**config.mk**
```make
export PLATFORM = sky130hd
export DESIGN_NAME = auth_initiator_flat
export DESIGN_NICKNAME = d
export VERILOG_FILES = /design/src/rtl/auth_initiator_pkg.sv /design/src/rtl/auth_initiator_if.sv /design/src/rtl/auth_resp_classifier.sv /design/src/rtl/auth_initiator.sv /design/src/flat_wrapper.sv
export SDC_FILE = /design/constraint.sdc
export NUM_CORES = 1
export LEC_CHECK = 0
export ABC_AREA = 1
export CORE_MARGIN = 2
export CORE_UTILIZATION = 38
export CTS_CLUSTER_SIZE = 8
export DETAILED_ROUTE_END_ITERATION = 7
export PLACE_DENSITY = 0.77
export SYNTH_ARGS = -nofsm -noshare
export SYNTH_HDL_FRONTEND = slang
export SYNTH_SLANG_ARGS = --single-unit
```
**constraint.sdc**
```tcl
create_clock -name clk -period 1.6 [get_ports clk]
set_input_delay 0.48 -clock clk [delete_from_list [all_inputs] [get_ports clk]]
set_output_delay 0.48 -clock clk [all_outputs]
set_load 0.01 [all_outputs]
```
**src/rtl/auth_initiator_pkg.sv**
```systemverilog
// Shared constants for the authentication initiator: header field widths, message
// codes, status encodings and the one-hot state encoding.
package auth_initiator_pkg;

   localparam int SIZE_OF_HEADER_VARS = 8;
   localparam int SIZE_OF_HEADER_BYTES = 4;
   localparam int MSG_LEN_DEF = 64;
   localparam int SIZE_OF_STATES_INIT = 5;

   localparam logic [7:0] PROTO_VERSION = 8'h01;

   localparam logic [7:0] TYPE_GET_DIGESTS = 8'd129;
   localparam logic [7:0] TYPE_GET_CERTIFICATE = 8'd130;
   localparam logic [7:0] TYPE_CHALLENGE = 8'd131;

   localparam logic [7:0] RESP_DIGESTS = 8'h01;
   localparam logic [7:0] RESP_CERTIFICATE = 8'h02;
   localparam logic [7:0] RESP_CHALLENGE_AUTH = 8'h03;
   localparam logic [7:0] RESP_ERROR = 8'h7F;

   localparam logic [1:0] KIND_ILLEGAL = 2'd3;

   localparam logic [1:0] ST_OK = 2'd0;
   localparam logic [1:0] ST_ERROR_RESP = 2'd1;
   localparam logic [1:0] ST_TIMEOUT = 2'd2;
   localparam logic [1:0] ST_BAD_RESP = 2'd3;

   localparam logic [SIZE_OF_STATES_INIT-1:0] S_IDLE = 5'b00001;
   localparam logic [SIZE_OF_STATES_INIT-1:0] S_SEND = 5'b00010;
   localparam logic [SIZE_OF_STATES_INIT-1:0] S_WAIT_RESP = 5'b00100;
   localparam logic [SIZE_OF_STATES_INIT-1:0] S_ACK = 5'b01000;
   localparam logic [SIZE_OF_STATES_INIT-1:0] S_DONE = 5'b10000;

   // Only called for legal kinds; the illegal kind never builds a message.
   function automatic logic [7:0] kind_to_type(input logic [1:0] kind);
      case (kind)
         2'd0:    return TYPE_GET_DIGESTS;
         2'd1:    return TYPE_GET_CERTIFICATE;
         default: return TYPE_CHALLENGE;
      endcase
   endfunction

endpackage

```
**src/rtl/auth_initiator_if.sv**
```systemverilog
// Request/response handshake between the initiator (master) and the responder (slave).
interface auth_initiator_if
   import auth_initiator_pkg::*;
#(
   parameter int MSG_LEN = MSG_LEN_DEF
);
   logic               resp_req_in;
   logic [MSG_LEN-1:0] auth_msg_resp_in;
   logic               resp_req_out;
   logic [MSG_LEN-1:0] auth_msg_resp_out;
   logic               Ack_in;

   modport master (
      output resp_req_in, auth_msg_resp_in, Ack_in,
      input  resp_req_out, auth_msg_resp_out
   );

   modport slave (
      input  resp_req_in, auth_msg_resp_in, Ack_in,
      output resp_req_out, auth_msg_resp_out
   );
endinterface

```
**src/rtl/auth_resp_classifier.sv**
```systemverilog
// Combinational response header check: maps the response version/type against the
// outstanding request type onto a 2-bit completion status.
module auth_resp_classifier
   import auth_initiator_pkg::*;
#(
   parameter int HDR_VAR_W = SIZE_OF_HEADER_VARS
) (
   input  logic [HDR_VAR_W-1:0] req_type,
   input  logic [HDR_VAR_W-1:0] resp_version,
   input  logic [HDR_VAR_W-1:0] resp_type,
   output logic [1:0]           status
);

   always_comb begin
      // NOTE: default first so every path assigns status and no latch is inferred.
      status = ST_BAD_RESP;
      if (resp_version != HDR_VAR_W'(PROTO_VERSION))
         status = ST_BAD_RESP;
      else if (resp_type == HDR_VAR_W'(RESP_ERROR))
         status = ST_ERROR_RESP;
      else if (resp_type == req_type - HDR_VAR_W'(128))
         status = ST_OK;
   end

endmodule

```
**src/rtl/auth_initiator.sv**
```systemverilog
// Initiator request engine: builds a request, runs the request/ack handshake with the
// responder, classifies the response and reports done/status with its own timeout.
module auth_initiator
   import auth_initiator_pkg::*;
#(
   parameter int MSG_LEN        = MSG_LEN_DEF,
   parameter int HDR_VAR_W      = SIZE_OF_HEADER_VARS,
   parameter int TIMEOUT_CYCLES = 1000
) (
   input  logic                         clk,
   input  logic                         reset,
   input  logic                         start,
   input  logic [1:0]                   req_kind,
   input  logic [HDR_VAR_W-1:0]         req_param1,
   input  logic [HDR_VAR_W-1:0]         req_param2,
   input  logic [MSG_LEN-4*HDR_VAR_W-1:0] req_payload,
   auth_initiator_if.master             rsp,
   output logic                         busy,
   output logic                         done,
   output logic [1:0]                   status,
   output logic [MSG_LEN-1:0]           resp_msg
);

   localparam int CNT_W = $clog2(TIMEOUT_CYCLES + 1);

   logic [SIZE_OF_STATES_INIT-1:0] state;
   logic [CNT_W-1:0]               cnt;
   logic [1:0]                     cls_status;

   auth_resp_classifier #(.HDR_VAR_W(HDR_VAR_W)) u_classifier (
      .req_type     (rsp.auth_msg_resp_in[MSG_LEN-HDR_VAR_W-1 -: HDR_VAR_W]),
      .resp_version (rsp.auth_msg_resp_out[MSG_LEN-1 -: HDR_VAR_W]),
      .resp_type    (rsp.auth_msg_resp_out[MSG_LEN-HDR_VAR_W-1 -: HDR_VAR_W]),
      .status       (cls_status)
   );

   // NOTE: sequential state uses non-blocking assignments so every register sees
   // pre-edge values regardless of statement order.
   always_ff @(posedge clk or negedge reset) begin
      if (!reset) begin
         state                <= S_IDLE;
         cnt                  <= '0;
         rsp.resp_req_in      <= 1'b0;
         rsp.auth_msg_resp_in <= '0;
         rsp.Ack_in           <= 1'b0;
         busy                 <= 1'b0;
         done                 <= 1'b0;
         status               <= ST_OK;
         resp_msg             <= '0;
      end else begin
         done <= 1'b0;
         case (state)
            S_IDLE: begin
               if (start) begin
                  busy     <= 1'b1;
                  resp_msg <= '0;
                  if (req_kind == KIND_ILLEGAL) begin
                     status <= ST_BAD_RESP;
                     state  <= S_DONE;
                  end else begin
                     rsp.auth_msg_resp_in <= {HDR_VAR_W'(PROTO_VERSION),
                                              HDR_VAR_W'(kind_to_type(req_kind)),
                                              req_param1, req_param2, req_payload};
                     status <= ST_OK;
                     cnt    <= CNT_W'(TIMEOUT_CYCLES);
                     state  <= S_SEND;
                  end
               end
            end
            S_SEND: begin
               rsp.resp_req_in <= 1'b1;
               state           <= S_WAIT_RESP;
            end
            S_WAIT_RESP: begin
               cnt <= cnt - 1'b1;
               // A response on the expiry edge takes priority over the timeout.
               if (rsp.resp_req_out) begin
                  resp_msg        <= rsp.auth_msg_resp_out;
                  status          <= cls_status;
                  rsp.resp_req_in <= 1'b0;
                  state           <= S_ACK;
               end else if (cnt <= CNT_W'(1)) begin
                  status          <= ST_TIMEOUT;
                  rsp.resp_req_in <= 1'b0;
                  state           <= S_DONE;
               end
            end
            S_ACK: begin
               rsp.Ack_in <= 1'b1;
               if (!rsp.resp_req_out)
                  state <= S_DONE;
            end
            S_DONE: begin
               rsp.Ack_in <= 1'b0;
               done       <= 1'b1;
               busy       <= 1'b0;
               state      <= S_IDLE;
            end
            default: begin
               rsp.resp_req_in <= 1'b0;
               rsp.Ack_in      <= 1'b0;
               busy            <= 1'b0;
               state           <= S_IDLE;
            end
         endcase
      end
   end

endmodule
```
**src/flat_wrapper.sv**
```systemverilog
// flat-port wrapper written by rule: the top's interface ports become plain ports
module auth_initiator_flat import auth_initiator_pkg::*;
#(
   parameter int MSG_LEN        = MSG_LEN_DEF,
   parameter int HDR_VAR_W      = SIZE_OF_HEADER_VARS,
   parameter int TIMEOUT_CYCLES = 1000
)
  (clk, reset, start, req_kind, req_param1, req_param2, req_payload, busy, done, status, resp_msg, rsp_resp_req_in, rsp_auth_msg_resp_in, rsp_Ack_in, rsp_resp_req_out, rsp_auth_msg_resp_out);
  auth_initiator_if #(.MSG_LEN(MSG_LEN)) rsp_i ();
  input  logic clk;
  input  logic reset;
  input  logic start;
  input  logic [1:0] req_kind;
  input  logic [HDR_VAR_W-1:0] req_param1;
  input  logic [HDR_VAR_W-1:0] req_param2;
  input  logic [MSG_LEN-4*HDR_VAR_W-1:0] req_payload;
  output logic busy;
  output logic done;
  output logic [1:0] status;
  output logic [MSG_LEN-1:0] resp_msg;
  output wire logic [$bits(rsp_i.resp_req_in)-1:0] rsp_resp_req_in;
  output wire logic [$bits(rsp_i.auth_msg_resp_in)-1:0] rsp_auth_msg_resp_in;
  output wire logic [$bits(rsp_i.Ack_in)-1:0] rsp_Ack_in;
  input wire logic [$bits(rsp_i.resp_req_out)-1:0] rsp_resp_req_out;
  input wire logic [$bits(rsp_i.auth_msg_resp_out)-1:0] rsp_auth_msg_resp_out;
  assign rsp_resp_req_in = rsp_i.resp_req_in;
  assign rsp_auth_msg_resp_in = rsp_i.auth_msg_resp_in;
  assign rsp_Ack_in = rsp_i.Ack_in;
  assign rsp_i.resp_req_out = rsp_resp_req_out;
  assign rsp_i.auth_msg_resp_out = rsp_auth_msg_resp_out;
  auth_initiator #(.MSG_LEN(MSG_LEN), .HDR_VAR_W(HDR_VAR_W), .TIMEOUT_CYCLES(TIMEOUT_CYCLES)) u_core (.clk(clk), .reset(reset), .start(start), .req_kind(req_kind), .req_param1(req_param1), .req_param2(req_param2), .req_payload(req_payload), .rsp(rsp_i), .busy(busy), .done(done), .status(status), .resp_msg(resp_msg));
endmodule
```
# [After elaboration in Yosys (flattened, before gate mapping)]
# Index checks and enable logic that the tools add are counted.
[totals] ff_bits=142 wordCells=70 inputBits=118
[classes] add_sub_neg=2 n_lt_le_gt_ge=1 bitwise=3 reduce_logical=12 n_eq_ne=15 muxes=28
[ops] cell="$mux W64" count=2
[ops] cell="$pmux W64 S2" count=1
[ops] cell="$mux W5" count=5
[ops] cell="$mux W10" count=2
[ops] cell="$pmux W10 S2" count=1
[ops] cell="$pmux W5 S4" count=1
[ops] cell="$reduce_and A3 Y1" count=5
[ops] cell="$mux W2" count=7
[ops] cell="$le A10 B1 Y1 const B" count=1
[ops] cell="$sub A10 B1 Y10 const B" count=1
[ops] cell="$reduce_or A3 Y1" count=3
[ops] cell="$eq A8 B7 Y1 const B" count=1
[ops] cell="$eq A8 B8 Y1" count=1
[ops] cell="$ne A2 B2 Y1 const B" count=4
[ops] cell="$ne A8 B1 Y1 const B" count=1
[ops] cell="$pmux W2 S2" count=2
[ops] cell="$sub A8 B8 Y8 const B" count=1
[ops] cell="$eq A5 B1 Y1 const B" count=1
[ops] cell="$eq A5 B2 Y1 const B" count=1
[ops] cell="$eq A5 B3 Y1 const B" count=1
[ops] cell="$eq A5 B4 Y1 const B" count=1
[ops] cell="$eq A5 B5 Y1 const B" count=1
[ops] cell="$mux W1" count=4
[ops] cell="$pmux W1 S2" count=2
[ops] cell="8 further kinds" count=11

# [Depth between registers and ports, before layout]
# Gate-level depths: netlist of run 1.
[depth] depth_word=7 mapped_depth=11 ltp_nobuf=10

# [Hierarchy]
# A second synthesis of run 1 with hierarchy kept.
[unflattened] cells_unflattened=709 area_unflattened_um2=5943.2
[modules_own_cells] mod="auth_initiator" seq_area_each_um2=3404.5 cells_per_inst=665 n_inst=1 area_each_um2=5740.5
[modules_own_cells] mod="auth_resp_classifier" seq_area_each_um2=0.0 cells_per_inst=44 n_inst=1 area_each_um2=202.7

# [Worst setup path before layout of run 1]
# No wires, ideal clock.
[synth_timing] path_type="register to register" start="register u_core.cnt[0]" end="register u_core.status[0]" t_required_ps=1477 stages_incl_launch_ff=11 t_arrival_ps=1419 synth_period_minus_slack_ps=1541 path_buffers=1 setup_slack_ps=59 path_cell_list="dfrtp_1 inv_1 ha_1 clkbuf_1 nor2_1 nor2_1 nand3_1 nand2_1 nand2_1 nor2_1 a21oi_1"
[synth_via] elab_chain_len=3
[synth_lines] item="start: declaration" line_no="auth_initiator.sv:27" text="logic [CNT_W-1:0] cnt;"
[synth_lines] item="start signal: assignment" line_no="auth_initiator.sv:65" text="cnt <= CNT_W'(TIMEOUT_CYCLES);"
[synth_lines] item="start signal: assignment" line_no="auth_initiator.sv:75" text="cnt <= cnt - 1'b1;"
[synth_lines] item="$le A10 B1 Y1" line_no="auth_initiator.sv:82" text="end else if (cnt <= CNT_W'(1)) begin"
[synth_lines] item="$ne A3 B2 Y1 (no line)"
[synth_lines] item="$reduce_and A3 Y1 (no line)"
[synth_lines] item="end signal: assignment" line_no="auth_initiator.sv:79" text="status <= cls_status;"
[synth_lines] item="end: declaration" line_no="auth_initiator.sv:20" text="output logic [1:0] status,"
# No other way between the ends.
# A chain may end at the register's enable or synchronous reset.

# [Worst setup path in the final report of run 1]
[layout_timing] start="register u_core.state[0]" end="register u_core.resp_msg[4]"
[layout_via] elab_chain_len=3
[layout_lines] item="start: declaration" line_no="auth_initiator.sv:26" text="logic [SIZE_OF_STATES_INIT-1:0] state;"
[layout_lines] item="start signal: assignment" line_no="auth_initiator.sv:41" text="state <= S_IDLE;"
[layout_lines] item="start signal: assignment" line_no="auth_initiator.sv:59" text="state <= S_DONE;"
[layout_lines] item="start signal: assignment" line_no="auth_initiator.sv:66" text="state <= S_SEND;"
[layout_lines] item="$eq A5 B3 Y1 / $eq A5 B1 Y1 (equally long branches)" line_no="auth_initiator.sv:52" text="case (state)"
[layout_lines] item="$ne A2 B2 Y1 (no line) / $reduce_bool A2 Y1 (equally long branches)"
[layout_lines] item="$reduce_and A3 Y1 (no line)"
[layout_lines] item="end signal: assignment" line_no="auth_initiator.sv:78" text="resp_msg <= rsp.auth_msg_resp_out;"
[layout_lines] item="end: declaration" line_no="auth_initiator.sv:21" text="output logic [MSG_LEN-1:0] resp_msg"
# Parallel ways exist; a longest one is shown, timed or not.

==> results_dict.tcl, run 1 <==
set metrics [dict create \
    synth.area.mux_share_pct 0 \
    worstPathRequired_ns 1.95 \
    final_net_count 1094 \
    synth_compound_area_share_pct 2.894 \
    htreeDepth 4 \
    worst_path_max_delay_cell "dfstp_2" \
    setup_viol 119 \
    tns_ns -6.189 \
    clock_latency_ns 0.42 \
    ys_types 30 \
    finalHoldViolCount 0 \
    core_mm2 0.01453 \
    fp-row-count 44 \
    violations "setup timing" \
    synth-simple-area-share_pct 29.36 \
    ys_ff_latch 136 \
    crit_fanout 5 \
    start_kind "register" \
    cp_cell_sequence "inv_2, nor2_2, nand3_2, or2_4, o21ai_4, buf_12, clkbuf_16, nand2_4, nand2_2" \
    syn_avg_cell_area_um2 8.518 \
    grt_overflow 0 \
    crit_arrival_ns 2.05 \
    die_y_um 126.1 \
    post-route-util_pct 67.67 \
    grt_max_degree 40 \
    slew_viol_final 0 \
    portBuffers 239 \
    drtIter0Drc 294 \
    final_common_cell "nand2_1" \
    rrSetupSlack_ns -0.09 \
    gp_congestion 0.8298 \
    track_usage_pct 20.68 \
    start_util_pct 38.97 \
    place_inst 1107 \
    holdWs_ns 0.4637 \
    post-route-period-util_pct 105.8 \
    finalClockSkew_ns 0.007318 \
    synthAdderAreaFrac_pct 0.4418 \
    clockBufferDepth 2 \
    critical_path_class "reg2reg" \
    viasPerCell 4.723 \
    end_kind "register" \
    root_buffer "clkbuf_16" \
    dr_total_vias 5531 \
    mostFrequentLayoutCells "nand2_1 (303), dfrtp_1 (135), clkdlybuf4s50_1 (116), dlygate4sd2_1 (70), clkdlybuf4s15_1 (49)" \
    wl_um 18310 \
    grt_pass1_vias 5095 \
    yosys_warnings 0 \
    synth_top_family_by_area "simple AND/OR/NAND/NOR gates" \
    wire_per_inst_um 15.63 \
    die_w_um 126.1 \
    status "finished, violations left" \
    fin_cells 1171 \
    ys_seq_area_share_pct 60.11 \
    vdd_ir_drop_max_mv 0.7378 \
    cts_tree "done" \
    drv_cap 0 \
    syn-cell-area_mm2 0.005664 \
    ant_nets 0 \
    p_leak_nw 5.285 \
    setup_ws_ns -0.09283 \
    ios 252 \
    total_power_mw 16.02 \
    hold_class "reg2reg" \
    clk_pin_slew_ns 0.06 \
    die_area_mm2 0.01590 \
    min_period_ns 1.693 \
    timing.fmax_mhz 590.7 \
    rsz0062_at_grt "yes" \
    crit_path_max_incr_delay_ns 0.54 \
    synth_cells 665 \
    synthXorXnorAreaFrac_pct 0.4639 \
    drive_gt1_share_pct 19.86 \
    first_pass_iters 4 \
    numClockSinks 136 \
    place_hpwl_um 11740 \
    power.density_mw_per_mm2 1629 \
    numCtsBuffers 17 \
    synthToLayoutAreaGrowth_pct 73.65 \
    drc 0 \
    grt_pass1_wl_um 25960 \
    antenna_found_initial 0 \
    diodes 0 \
]
-- worst max-delay path, delay by kind of cell (launching register included) --
family	cells	cell delay [ns]
flip-flops	1	0.54
AO/OA/AOI/OAI	1	0.13
AND/OR/NAND/NOR	5	0.59
buffers and inverters	3	0.39
-- report_power, final --
group / total (mW) / leakage, nW / internal (mW) / switching (mW)
logic: 7.04 / 3.22 / 3.50 / 3.54
registers: 4.98 / 1.78 / 4.40 / 0.576
clock network: 4.01 / 0.292 / 2.52 / 1.48
-- logic make-up (layout without fill, tap and decap cells) --
logic type,Yosys count,after routing
other,1,12
AOI/OAI and AO/OA,29,29
DFF,136,136
adders and majority gates,2,2
buffers and inverters,72,383
xor gates and xnor gates,3,3
and+or+nand+nor,422,422
-- per-stage QoR --
step / worst slack, ns / area, um2
floorplan: 0.05859 / 5705
global placement: -0.2140 / 8563
detailed placement: -0.2861 / 8563
CTS: -0.05704 / 9221
global route: -0.1491 / 9836
finish: -0.09283 / 9836
-- what timing repair did --
| action | in CTS | in global routing |
|---|---|---|
| setup buffers | 11 | 9 |
| hold endpoints to repair | 27 | 0 |
| cloned | 2 | 10 |
| hold buffers | 1 | 0 |
| pin swaps | 0 | 17 |
| setup endpoints to repair | 218 | 161 |
| resized for setup | 148 | 149 |
-- registers in the layout (all words and copies together) (netlist names) --
| name | count |
|---|---|
| u_core.status | 2 |
| u_core.rsp.auth_msg_resp_in | 51 |
| u_core.resp_msg | 64 |
| u_core.rsp.Ack_in | 1 |
| u_core.busy | 1 |
| u_core.state | 5 |
| u_core.cnt | 10 |
| u_core.done | 1 |
| u_core.rsp.resp_req_in | 1 |
-- cell usage after synthesis --
master | instances | area, um2
clkbuf_1 | 9 | 33.78
nor3_1 | 2 | 10.01
nand2_1 | 359 | 1348
nand3b_1 | 1 | 7.510
xor2_1 | 2 | 17.52
o22ai_1 | 3 | 18.77
inv_1 | 33 | 123.9
nor2_2 | 3 | 18.77
ha_1 | 2 | 25.02
nand3_2 | 2 | 20.02
nand3_1 | 10 | 50.05
nor2_1 | 31 | 116.4
a21oi_1 | 5 | 25.02
nor2_4 | 1 | 11.26
inv_2 | 2 | 7.510
or2_2 | 2 | 12.51
dfrtp_1 | 135 | 3378
o21ai_0 | 13 | 65.06
o211ai_1 | 1 | 7.510
buf_6 | 6 | 67.56
nand4_1 | 10 | 62.56
or2_1 | 1 | 6.260
o21ai_1 | 5 | 25.02
a31oi_1 | 1 | 6.260
buf_2 | 8 | 40.04
dfstp_2 | 1 | 26.28
xnor2_1 | 1 | 8.760
buf_4 | 14 | 105.1
conb_1 | 1 | 3.750
o21ai_4 | 1 | 16.27
-- layout make-up --
class / count / area [um2]
timing repair buffer: 316 / 3218
clock buffer: 20 / 456.7
inverter: 35 / 133.9
sequential: 136 / 3405
fill: 1092 / 4698
clock inverter: 12 / 150.1
multi-input combinational: 468 / 2242
tap: 184 / 230.2
-- per-layer routing --
layer | up-vias | global-route usage, % | part of all wire (%)
li1 | 2649 | - | -
met1 | 2609 | 25.10 | 40
met2 | 243 | 34.82 | 51
met3 | 30 | 6.712 | 7.5
met4 | 0 | 7.046 | 2.2
met5 | - | 0 | 0
-- worst paths after layout --
| check | start | end | cells past startpoint |
|---|---|---|---|
| hold / removal | u_core.rsp.auth_msg_resp_in[10] | u_core.rsp.auth_msg_resp_in[10] | 2 |
| hold reg to reg | u_core.rsp.auth_msg_resp_in[10] | u_core.rsp.auth_msg_resp_in[10] | 2 |
| setup / recovery | u_core.state[0] | u_core.resp_msg[4] | 9 |
| max in group asynchronous | reset | u_core.state[0] | 3 |
| min in group asynchronous | reset | u_core.resp_msg[16] | 2 |
| setup reg to reg | u_core.state[0] | u_core.resp_msg[4] | 9 |
(Power assumes the default switching activity.)
==> run 2: changes to the inputs <==
--- a/config.mk
+++ b/config.mk
@@ -7,10 +7,10 @@
 export LEC_CHECK = 0
 export ABC_AREA = 1
 export CORE_MARGIN = 2
-export CORE_UTILIZATION = 38
+export CORE_UTILIZATION = 39
 export CTS_CLUSTER_SIZE = 8
 export DETAILED_ROUTE_END_ITERATION = 7
-export PLACE_DENSITY = 0.77
+export DONT_BUFFER_PORTS = 1
 export SYNTH_ARGS = -nofsm -noshare
 export SYNTH_HDL_FRONTEND = slang
 export SYNTH_SLANG_ARGS = --single-unit
==> run 2 against run 1 <==
  * The run ends with hold timing, setup timing left
  * Largest cell class unchanged
  * Maximum frequency rose by 1.5%
  * Non-clock buffer count fell by 279
  * Total power fell by 19%
  * Clock skew barely moved
  * Flip-flop and latch count did not move
  * Global-route usage fell by 3.0 points
  * Cell count fell by 24%
  * Routed wire length fell by 21%
  * Largest power group is now sequential cells
  * Worst setup slack improved by 0.025 ns
==> results_dict.tcl, run 2 (synthesis gave the netlist of run 1 again) <==
set metrics [dict create \
    final_common_cell "nand2_1" \
    finalHoldViolCount 136 \
    timing.fmax_mhz 599.4 \
    reg2reg_to "u_core.resp_msg[56]" \
    grt_pass1_wl_um 21830 \
    largest_reg_flops 64 \
    die_w_um 124.5 \
    endpoint "u_core.resp_msg[56]" \
    gp_congestion 0.8906 \
    portBuffers 0 \
    numCtsBuffers 17 \
    post-route-period-util_pct 104.3 \
    grt_pass1_vias 4399 \
    setup_viol 59 \
    violations "hold timing, setup timing" \
    p_leak_nw 3.690 \
    fillers 1364 \
    top_register "u_core.resp_msg" \
    dr_total_vias 4380 \
    die_area_mm2 0.01550 \
    holdWs_ns -0.2453 \
    clk_pin_slew_ns 0.06 \
    tns_ns -2.293 \
    total_power_mw 12.94 \
    cts_tree "done" \
    dr_wl_met2_um 7039 \
    finalClockSkew_ns 0.007408 \
    wl_um 14530 \
    antenna_found_initial 0 \
    final_net_count 815 \
    first_pass_iters 5 \
    drc 0 \
    fp-row-count 44 \
    vdd_ir_drop_max_mv 0.7899 \
    crit_fanout 20 \
    place_hpwl_um 9515 \
    root_buffer "clkbuf_16" \
    start_kind "register" \
    viasPerCell 4.910 \
    grt_overflow 0 \
    power.density_mw_per_mm2 1894 \
    numClockSinks 136 \
    slew_viol_final 0 \
    clock_latency_ns 0.42 \
    die_y_um 124.5 \
    hold_class "in2async" \
    clockBufferDepth 2 \
    wire_per_inst_um 16.29 \
    htreeDepth 4 \
    core_mm2 0.01437 \
    place_area_mm2 0.005902 \
    diodes 0 \
    setup_ws_ns -0.06823 \
    design_area_mm2 0.006829 \
    crit_path_start "u_core.state[0]" \
    drtIter0Drc 171 \
    crit_arrival_ns 2.01 \
    rsz0062_at_grt "yes" \
    pre_cts_slack_ns -0.09542 \
    ant_nets 0 \
    r2r-start "u_core.state[0]" \
    wl_met3_um 1433 \
    top_regs "u_core.resp_msg: 64 flops, u_core.rsp.auth_msg_resp_in: 51 flops, u_core.cnt: 10 flops" \
    synthToLayoutAreaGrowth_pct 20.57 \
    drv_cap 0 \
    ios 252 \
    ff2ff_path_depth 9 \
    wl_met1_um 5738 \
    grt_max_degree 137 \
    min_period_ns 1.668 \
    drive_gt1_share_pct 12.85 \
    end_kind "register" \
    critical_path_class "reg2reg" \
    worstPathRequired_ns 1.94 \
    mostFrequentLayoutCells "nand2_1 (358), dfrtp_1 (134), inv_1 (31), nor2_1 (28), clkbuf_16 (22)" \
    highest_layer "met4" \
    track_usage_pct 17.71 \
    start_util_pct 39.42 \
    rrSetupSlack_ns -0.07 \
    status "finished, violations left" \
]
[run 2: power breakdown]
part	total, mW	internal [mW]	leakage [nW]	switching, mW
clock	3.70	2.19	0.258	1.51
sequential	5.55	4.40	1.78	1.14
combinational	3.69	1.62	1.65	2.07
[run 2: cell type report]
cell class / instances / area (um2) / area share, %
repair buffers: 37 / 508.0 / 7.439
multi-input cells: 468 / 1974 / 28.91
clock inverters: 13 / 123.9 / 1.814
flip-flops and latches: 136 / 3406 / 49.87
inverters: 35 / 143.9 / 2.107
clock buffers: 19 / 442.9 / 6.486
well taps: 184 / 230.2 / 3.371
[run 2: critical path, cell delays in order, from the launching register on]
cell and delay [ns]:
dfstp_2 0.55, inv_2 0.05, nor2_4 0.10, nand3_4 0.11, or2_4 0.27, o21ai_4 0.07
buf_12 0.14, clkbuf_16 0.18, nand2_1 0.05, o21ai_1 0.06
[run 2: metrics by stage]
step	util, %	cells	hold slack [ns]
3_3_place_gp	41.07	844	0.1873
5_1_grt	47.53	892	-0.2732
2_1_floorplan	-	676	0.1844
4_1_cts	45.45	879	-0.2588
6_report	47.53	892	-0.2453
3_5_place_dp	41.07	844	0.1870
[run 2: worst min path at each step]
stage                          end  slack [ns]   from  depth (start not counted)
3_5_place_dp   u_core.resp_msg[41]        0.19  reset                          0
3_3_place_gp   u_core.resp_msg[41]        0.19  reset                          0
4_1_cts        u_core.resp_msg[28]       -0.26  reset                          0
2_1_floorplan          u_core.busy        0.18  reset                          0
5_1_grt        u_core.resp_msg[44]       -0.27  reset                          0
6_report       u_core.resp_msg[35]       -0.25  reset                          0
[run 2: what timing repair did]
item / 4_1_cts / 5_1_grt
gates resized for setup: 8 / 30
endpoints found under the hold margin: 136 / 136
endpoints found under the setup margin: 70 / 127
pin swaps: 1 / 4
buffers inserted: 2 / 7
gates cloned: 1 / 7
[run 2: per-layer routing]
metal | up-vias | GRT usage (%)
met3 | 26 | 8.119
met4 | 0 | 6.675
met1 | 2072 | 20.43
li1 | 2073 | -
met2 | 209 | 28.90
met5 | - | 0
